===== src/rtl/mips_pkg.sv =====
// mips_pkg: ALU opcode, ALUOp class and R-type funct constants shared by the pipeline
package mips_pkg;
    localparam logic [3:0] ALU_AND = 4'b0000;
    localparam logic [3:0] ALU_OR  = 4'b0001;
    localparam logic [3:0] ALU_ADD = 4'b0010;
    localparam logic [3:0] ALU_JR  = 4'b0011;
    localparam logic [3:0] ALU_SLL = 4'b0100;
    localparam logic [3:0] ALU_SRL = 4'b0101;
    localparam logic [3:0] ALU_SUB = 4'b0110;
    localparam logic [3:0] ALU_SLT = 4'b0111;
    localparam logic [3:0] ALU_ILL = 4'b1111;

    localparam logic [1:0] AOP_MEM = 2'b00;
    localparam logic [1:0] AOP_BR  = 2'b01;
    localparam logic [1:0] AOP_R   = 2'b10;
    localparam logic [1:0] AOP_ORI = 2'b11;

    localparam logic [5:0] F_ADD = 6'b100000;
    localparam logic [5:0] F_SUB = 6'b100010;
    localparam logic [5:0] F_AND = 6'b100100;
    localparam logic [5:0] F_OR  = 6'b100101;
    localparam logic [5:0] F_SLT = 6'b101010;
    localparam logic [5:0] F_SLL = 6'b000000;
    localparam logic [5:0] F_SRL = 6'b000010;
    localparam logic [5:0] F_JR  = 6'b001000;
endpackage


===== src/rtl/id_ex_alu_issue_if.sv =====
// id_ex_alu_issue_if: ID-side inputs and EX-side ALU/control outputs of the ID/EX stage
interface id_ex_alu_issue_if #(parameter int DATA_W = 32, parameter int REG_W = 5);
    logic              Stall, Flush, ValidIn;
    logic [1:0]        ALUOp;
    logic [5:0]        Funct;
    logic [REG_W-1:0]  ShamtIn, Rt, Rd;
    logic [DATA_W-1:0] ReadData1, ReadData2, SignImm;
    logic              ALUSrc, RegDst, RegWrite, MemRead, MemWrite, MemtoReg;
    logic [3:0]        OpCode;
    logic [DATA_W-1:0] A, B, StoreData;
    logic [REG_W-1:0]  Shift_amt, WriteReg;
    logic              RegWriteOut, MemReadOut, MemWriteOut, MemtoRegOut;
    logic              ValidOut, JumpReg, Illegal;

    modport master (
        output Stall, Flush, ValidIn, ALUOp, Funct, ShamtIn, Rt, Rd, ReadData1, ReadData2, SignImm,
               ALUSrc, RegDst, RegWrite, MemRead, MemWrite, MemtoReg,
        input  OpCode, A, B, StoreData, Shift_amt, WriteReg, RegWriteOut, MemReadOut, MemWriteOut,
               MemtoRegOut, ValidOut, JumpReg, Illegal
    );
    modport slave (
        input  Stall, Flush, ValidIn, ALUOp, Funct, ShamtIn, Rt, Rd, ReadData1, ReadData2, SignImm,
               ALUSrc, RegDst, RegWrite, MemRead, MemWrite, MemtoReg,
        output OpCode, A, B, StoreData, Shift_amt, WriteReg, RegWriteOut, MemReadOut, MemWriteOut,
               MemtoRegOut, ValidOut, JumpReg, Illegal
    );
endinterface


===== src/rtl/id_ex_alu_issue_alu_ctrl_dec.sv =====
// alu_ctrl_dec: combinational ALUOp/Funct to ALU opcode, jr and illegal-funct decode
module alu_ctrl_dec
    import mips_pkg::*;
(
    input  logic [1:0] alu_op,
    input  logic [5:0] funct,
    output logic [3:0] op_code,
    output logic       jump_reg,
    output logic       illegal
);
    logic [3:0] r_op;
    always_comb begin
        r_op = funct == F_ADD ? ALU_ADD :
               funct == F_SUB ? ALU_SUB :
               funct == F_AND ? ALU_AND :
               funct == F_OR  ? ALU_OR  :
               funct == F_SLT ? ALU_SLT :
               funct == F_SLL ? ALU_SLL :
               funct == F_SRL ? ALU_SRL :
               funct == F_JR  ? ALU_JR  : ALU_ILL;
        op_code = alu_op == AOP_MEM ? ALU_ADD :
                  alu_op == AOP_BR  ? ALU_SUB :
                  alu_op == AOP_ORI ? ALU_OR  : r_op;
        jump_reg = alu_op == AOP_R && r_op == ALU_JR;
        illegal  = alu_op == AOP_R && r_op == ALU_ILL;
    end
endmodule


===== src/rtl/id_ex_alu_issue.sv =====
// id_ex_alu_issue: ID/EX register feeding the EX ALU with stall, flush and bubble handling
module id_ex_alu_issue
    import mips_pkg::*;
#(
    parameter int DATA_W = 32,
    parameter int REG_W  = 5
) (
    input logic              clk,
    input logic              rst_n,
    id_ex_alu_issue_if.slave bus
);
    logic [3:0]        op;
    logic              jr, ill;
    logic [DATA_W-1:0] b_sel;
    logic [REG_W-1:0]  sh_sel;

    alu_ctrl_dec u_dec (.alu_op(bus.ALUOp), .funct(bus.Funct), .op_code(op), .jump_reg(jr), .illegal(ill));

    always_comb begin
        b_sel  = bus.ALUSrc ? bus.SignImm : bus.ReadData2;
        sh_sel = (op == ALU_SLL || op == ALU_SRL) ? bus.ShamtIn : '0;
    end

    // jr and illegal instructions must never write state downstream
    always_ff @(posedge clk) begin
        if (!rst_n || bus.Flush || (!bus.Stall && !bus.ValidIn)) begin
            bus.OpCode      <= ALU_AND;
            bus.A           <= '0;
            bus.B           <= '0;
            bus.Shift_amt   <= '0;
            bus.WriteReg    <= '0;
            bus.StoreData   <= '0;
            bus.RegWriteOut <= 1'b0;
            bus.MemReadOut  <= 1'b0;
            bus.MemWriteOut <= 1'b0;
            bus.MemtoRegOut <= 1'b0;
            bus.ValidOut    <= 1'b0;
            bus.JumpReg     <= 1'b0;
            bus.Illegal     <= 1'b0;
        end else if (!bus.Stall) begin
            bus.OpCode      <= op;
            bus.A           <= bus.ReadData1;
            bus.B           <= b_sel;
            bus.Shift_amt   <= sh_sel;
            bus.WriteReg    <= bus.RegDst ? bus.Rd : bus.Rt;
            bus.StoreData   <= bus.ReadData2;
            bus.RegWriteOut <= bus.RegWrite && !(jr || ill);
            bus.MemReadOut  <= bus.MemRead && !(jr || ill);
            bus.MemWriteOut <= bus.MemWrite && !(jr || ill);
            bus.MemtoRegOut <= bus.MemtoReg;
            bus.ValidOut    <= 1'b1;
            bus.JumpReg     <= jr;
            bus.Illegal     <= ill;
        end
    end
endmodule


===== src/flat_wrapper.sv =====
// flat-port wrapper written by rule: the top's interface ports become plain ports
module id_ex_alu_issue_flat import mips_pkg::*;
#(
    parameter int DATA_W = 32,
    parameter int REG_W  = 5
)
  (clk, rst_n, bus_Stall, bus_Flush, bus_ValidIn, bus_ALUOp, bus_Funct, bus_ShamtIn, bus_Rt, bus_Rd, bus_ReadData1, bus_ReadData2, bus_SignImm, bus_ALUSrc, bus_RegDst, bus_RegWrite, bus_MemRead, bus_MemWrite, bus_MemtoReg, bus_OpCode, bus_A, bus_B, bus_StoreData, bus_Shift_amt, bus_WriteReg, bus_RegWriteOut, bus_MemReadOut, bus_MemWriteOut, bus_MemtoRegOut, bus_ValidOut, bus_JumpReg, bus_Illegal);
  id_ex_alu_issue_if #(.DATA_W(DATA_W), .REG_W(REG_W)) bus_i ();
  input logic clk;
  input logic rst_n;
  input wire logic [$bits(bus_i.Stall)-1:0] bus_Stall;
  input wire logic [$bits(bus_i.Flush)-1:0] bus_Flush;
  input wire logic [$bits(bus_i.ValidIn)-1:0] bus_ValidIn;
  input wire logic [$bits(bus_i.ALUOp)-1:0] bus_ALUOp;
  input wire logic [$bits(bus_i.Funct)-1:0] bus_Funct;
  input wire logic [$bits(bus_i.ShamtIn)-1:0] bus_ShamtIn;
  input wire logic [$bits(bus_i.Rt)-1:0] bus_Rt;
  input wire logic [$bits(bus_i.Rd)-1:0] bus_Rd;
  input wire logic [$bits(bus_i.ReadData1)-1:0] bus_ReadData1;
  input wire logic [$bits(bus_i.ReadData2)-1:0] bus_ReadData2;
  input wire logic [$bits(bus_i.SignImm)-1:0] bus_SignImm;
  input wire logic [$bits(bus_i.ALUSrc)-1:0] bus_ALUSrc;
  input wire logic [$bits(bus_i.RegDst)-1:0] bus_RegDst;
  input wire logic [$bits(bus_i.RegWrite)-1:0] bus_RegWrite;
  input wire logic [$bits(bus_i.MemRead)-1:0] bus_MemRead;
  input wire logic [$bits(bus_i.MemWrite)-1:0] bus_MemWrite;
  input wire logic [$bits(bus_i.MemtoReg)-1:0] bus_MemtoReg;
  output wire logic [$bits(bus_i.OpCode)-1:0] bus_OpCode;
  output wire logic [$bits(bus_i.A)-1:0] bus_A;
  output wire logic [$bits(bus_i.B)-1:0] bus_B;
  output wire logic [$bits(bus_i.StoreData)-1:0] bus_StoreData;
  output wire logic [$bits(bus_i.Shift_amt)-1:0] bus_Shift_amt;
  output wire logic [$bits(bus_i.WriteReg)-1:0] bus_WriteReg;
  output wire logic [$bits(bus_i.RegWriteOut)-1:0] bus_RegWriteOut;
  output wire logic [$bits(bus_i.MemReadOut)-1:0] bus_MemReadOut;
  output wire logic [$bits(bus_i.MemWriteOut)-1:0] bus_MemWriteOut;
  output wire logic [$bits(bus_i.MemtoRegOut)-1:0] bus_MemtoRegOut;
  output wire logic [$bits(bus_i.ValidOut)-1:0] bus_ValidOut;
  output wire logic [$bits(bus_i.JumpReg)-1:0] bus_JumpReg;
  output wire logic [$bits(bus_i.Illegal)-1:0] bus_Illegal;
  assign bus_i.Stall = bus_Stall;
  assign bus_i.Flush = bus_Flush;
  assign bus_i.ValidIn = bus_ValidIn;
  assign bus_i.ALUOp = bus_ALUOp;
  assign bus_i.Funct = bus_Funct;
  assign bus_i.ShamtIn = bus_ShamtIn;
  assign bus_i.Rt = bus_Rt;
  assign bus_i.Rd = bus_Rd;
  assign bus_i.ReadData1 = bus_ReadData1;
  assign bus_i.ReadData2 = bus_ReadData2;
  assign bus_i.SignImm = bus_SignImm;
  assign bus_i.ALUSrc = bus_ALUSrc;
  assign bus_i.RegDst = bus_RegDst;
  assign bus_i.RegWrite = bus_RegWrite;
  assign bus_i.MemRead = bus_MemRead;
  assign bus_i.MemWrite = bus_MemWrite;
  assign bus_i.MemtoReg = bus_MemtoReg;
  assign bus_OpCode = bus_i.OpCode;
  assign bus_A = bus_i.A;
  assign bus_B = bus_i.B;
  assign bus_StoreData = bus_i.StoreData;
  assign bus_Shift_amt = bus_i.Shift_amt;
  assign bus_WriteReg = bus_i.WriteReg;
  assign bus_RegWriteOut = bus_i.RegWriteOut;
  assign bus_MemReadOut = bus_i.MemReadOut;
  assign bus_MemWriteOut = bus_i.MemWriteOut;
  assign bus_MemtoRegOut = bus_i.MemtoRegOut;
  assign bus_ValidOut = bus_i.ValidOut;
  assign bus_JumpReg = bus_i.JumpReg;
  assign bus_Illegal = bus_i.Illegal;
  id_ex_alu_issue #(.DATA_W(DATA_W), .REG_W(REG_W)) u_core (.clk(clk), .rst_n(rst_n), .bus(bus_i));
endmodule

===== config.mk =====
export PLATFORM = sky130hd
export DESIGN_NAME = id_ex_alu_issue_flat
export DESIGN_NICKNAME = d
export VERILOG_FILES = /design/src/rtl/mips_pkg.sv /design/src/rtl/id_ex_alu_issue_if.sv /design/src/rtl/id_ex_alu_issue_alu_ctrl_dec.sv /design/src/rtl/id_ex_alu_issue.sv /design/src/flat_wrapper.sv
export SDC_FILE = /design/constraint.sdc
export NUM_CORES = 1
export LEC_CHECK = 0
export BUFFER_PORTS_ARGS = -buffer_cell sky130_fd_sc_hd__buf_2
export CORE_UTILIZATION = 50
export CTS_BUF_LIST = sky130_fd_sc_hd__clkbuf_8
export DETAILED_ROUTE_END_ITERATION = 6
export PLACE_DENSITY = 0.94
export SYNTH_ARGS = -nofsm -noshare
export SYNTH_HDL_FRONTEND = slang
export SYNTH_SLANG_ARGS = --single-unit

===== constraint.sdc =====
create_clock -name clk -period 3.25 [get_ports clk]
set_input_delay 0 -clock clk [delete_from_list [all_inputs] [get_ports clk]]
set_output_delay 0 -clock clk [all_outputs]
set_load 0.1 [all_outputs]

==> impl_results.md <==
- Chip Height: 98.4 um
- DR DRC count: 16
- Drt wl/cell: 17.8 um
- Crit start category: input port
- Filler cells: 396
- Final Wtd Congestion: about 0.8
- Peak VDD IR: between 0.3 and 0.4 mV
- Max FO, Critical Path: 9
- Clock sinks: 117
- F_max: between 500 and 600 MHz
- First-pass GRT wire length: roughly 27000 um
- Pleak: approximately 3.8 nW
- Max Cap Viol: 0
- DRT Pass-1 Iters: 7
- Dpl hpwl: roughly 8600 um
- Relative slew slack: 0.294
- Crit share post-route: 0.522
- FF+latch count, synth: around 120
- Top Ports: between 200 and 250
- Final slew viol count: 0
- Post-Synth Adder-Cell Area: 0
- Area Overhead vs Synth: 61.9%
- Die area: 9680 um^2
- RSZ-0062 raised after global routing: false
- Layout cells sized above 1: 0.338
- Yosys Warn Count: 0
- Slew of the pin with the lowest slew margin: ~1.1 ns
- CP Capture Type: register
- Destination of the critical timing path: u_core.bus.OpCode[2]
- WHS: approximately 0.052 ns
- # setup viols final: 0
- Flop2flop setup slack: 1.83 ns
- Top cell type's share of synthesized area: 0.504
- Cell Rows: 34
- FF/Latch Area: between 2000 and 2500 um^2
- R2R Path Start: u_core.bus.OpCode[2]
- Port bufs: around 250
- Data arrival, critical path: 1.99 ns
- Synthesized instance count: 493
- Hold path cells: 3
- XOR/XNOR Fraction of Synth Area: 0
- Multi-input logic area: around 2100 um^2
- Worst skew pair latency: between 0.4 and 0.5 ns
- Largest net degree at the start of global routing: approximately 110
- Setup_tns: 0 ns
- RR Endpoint: u_core.bus.OpCode[2]
- Total CTS buffers: 17
- Net Count, Synth: about 620
- Worst r2r path cells: 3
- Ranking of synthesized cells by area: dfxtp_1, mux2i_1, nor2_1
- H-tree depth: 4
- Core ar.: 8850 um^2
- Die W: 98.4 um
- Cell Pwr Density: between 400 and 500 nW/um^2
- Critical Path RT: approximately 3.6 ns
- Post-synth EDFFs: 0
- Run status: complete, but fails checks
- Ys async rst share: 0
- Routed wire length: approximately 17000 um
- Clock transition at the registers of the reported paths: around 0.07 ns
- CTS Buffer Depth: 2
- Post-CTS Resized: 0
- GRT Overall Usage: 0.358
- 1st-iter DRT viols: 284
- Synth Area in Simple Gates: 0.152
- Nets: 975
- Failing checks: design-rule violations
- Initial Util: 0.525
- ANT nets after route: 0
- Mux cell area share after synthesis: 0.222
- Number of global-route vias before repair: between 5000 and 6000
- Hold/Removal Path Class: in -> reg
- Crit path from: bus_Funct[3]
- Sequential element share of the synthesized area: 0.504
- Setup CP Type: in -> reg
- Syn avg cell area: 9.42 um^2
- Total gr overflow: 0
- Tmin final: around 1.7 ns
- Antenna violations before repair: 2
- Final Hold Fails: 0
- Mapped Area: around 4600 um^2
- Via count: 5249
- Cell accounting for the most synthesized area: dfxtp_1
- Top cells by count, synth: nor2_1, dfxtp_1, mux2i_1
- CTS tree: done
- Largest family of logic cells by synthesized area: multiplexers
- DR vias/cell: between 5 and 6
- Post-synthesis compound-gate area fraction: 0.0835
- Count leader, synth: nor2_1
- Prevailing post-synth register cell: dfxtp_1
- Cell variety after synth: 37
- Fin Clk Skew: 0 ns
- Clock root buffer: clkbuf_8
-- placed cells by master, fill, tap and decap left out, drive strengths merged --
master       count
buf            249
nor2           142
dlygate4sd3    120
dfxtp          117
mux2i          102
a21oi           44
clkbuf          18
nand2           11
o21ai            8
a22o             5
clkinv           5
inv              5
clkinvlp         4
bufinv           3
diode            2
and3b            2
nor4bb           2
a211oi           2
nor2b            1
mux2             1
nor4b            1
nor3b            1
o31a             1
nand2b           1
and3             1
or3              1
nand3b           1
o21a             1
o21bai           1
nor4             1
a31oi            1
a32o             1
or4              1
a21bo            1
o21ba            1
and2             1
and4bb           1
-- layout make-up --
class                           instances  area share
Timing Repair Buffer                  369       0.327
Sequential cell                       117       0.312
Multi-Input combinational cell        337       0.284
Clock buffer                           18      0.0330
Clock inverter                         14      0.0236
Tap cell                              108      0.0180
Inverter                                3     0.00150
Antenna cell                            2    0.000666
-- repair_timing --
item,in CTS,in global routing
hold endpoints to repair,114,0
hold buffers,120,0
setup buffers,0,0
-- flip-flops by register name (all words and copies together) (netlist names) --
name,cells
u_core.bus.Illegal,1
u_core.bus.MemWriteOut,1
u_core.bus.B,32
u_core.bus.StoreData,32
u_core.bus.Shift_amt,5
u_core.bus.MemReadOut,1
u_core.bus.RegWriteOut,1
u_core.bus.A,32
u_core.bus.MemtoRegOut,1
u_core.bus.JumpReg,1
u_core.bus.OpCode,4
u_core.bus.ValidOut,1
u_core.bus.WriteReg,5
-- report_power, final --
part           total, mW  switching [mW]  internal, mW
sequential          1.49          0.0230          1.47
clock               1.41           0.622         0.786
combinational      0.776           0.505         0.271
total               3.68            1.15          2.53
-- through the flow --
stage	total power [mW]	cell area, um^2	setup slack (ns)	cells	utilization
3_3_place_gp	2.13	5890	1.56	814	0.665
6_report	3.68	7520	1.55	968	0.850
3_5_place_dp	2.15	5890	1.40	814	0.665
5_1_grt	3.80	7520	1.49	968	0.850
4_1_cts	3.66	7510	1.62	966	0.849
2_1_floorplan	1.99	4640	1.85	493	-
-- logic make-up after synthesis --
logic type / count (synthesis)
mux: 103
flops: 117
buf+inv: 39
simple gates: 168
compound gates: 66
-- worst min path at each step --
stage | startpoint | end | slack [ns]
4_1_cts | bus_ALUOp[0] | u_core.bus.OpCode[1] | 0.007
2_1_floorplan | bus_ShamtIn[0] | u_core.bus.Shift_amt[0] | 0.13
6_report | bus_ALUOp[0] | u_core.bus.OpCode[1] | 0.05
3_5_place_dp | bus_ShamtIn[3] | u_core.bus.Shift_amt[3] | 0.22
5_1_grt | bus_ALUOp[0] | u_core.bus.OpCode[1] | 0.05
3_3_place_gp | bus_ShamtIn[4] | u_core.bus.Shift_amt[4] | 0.21
-- metal layers --
layer / GRT usage / share of wire / routed length (um)
met5: 0 / 0 / 0
met1: 0.347 / 0.34 / 5890
met3: 0.106 / 0.083 / 1440
met2: 0.644 / 0.51 / 8760
met4: 0.265 / 0.066 / 1140
-- critical path, stage by stage --
cell	delay, ns
dlygate4sd3_1	0.52
buf_2	0.18
nor4b_1	0.25
o31a_1	0.21
o21ai_1	0.07
and3_1	0.19
dlygate4sd3_1	0.57
(Power assumes the default switching activity.)
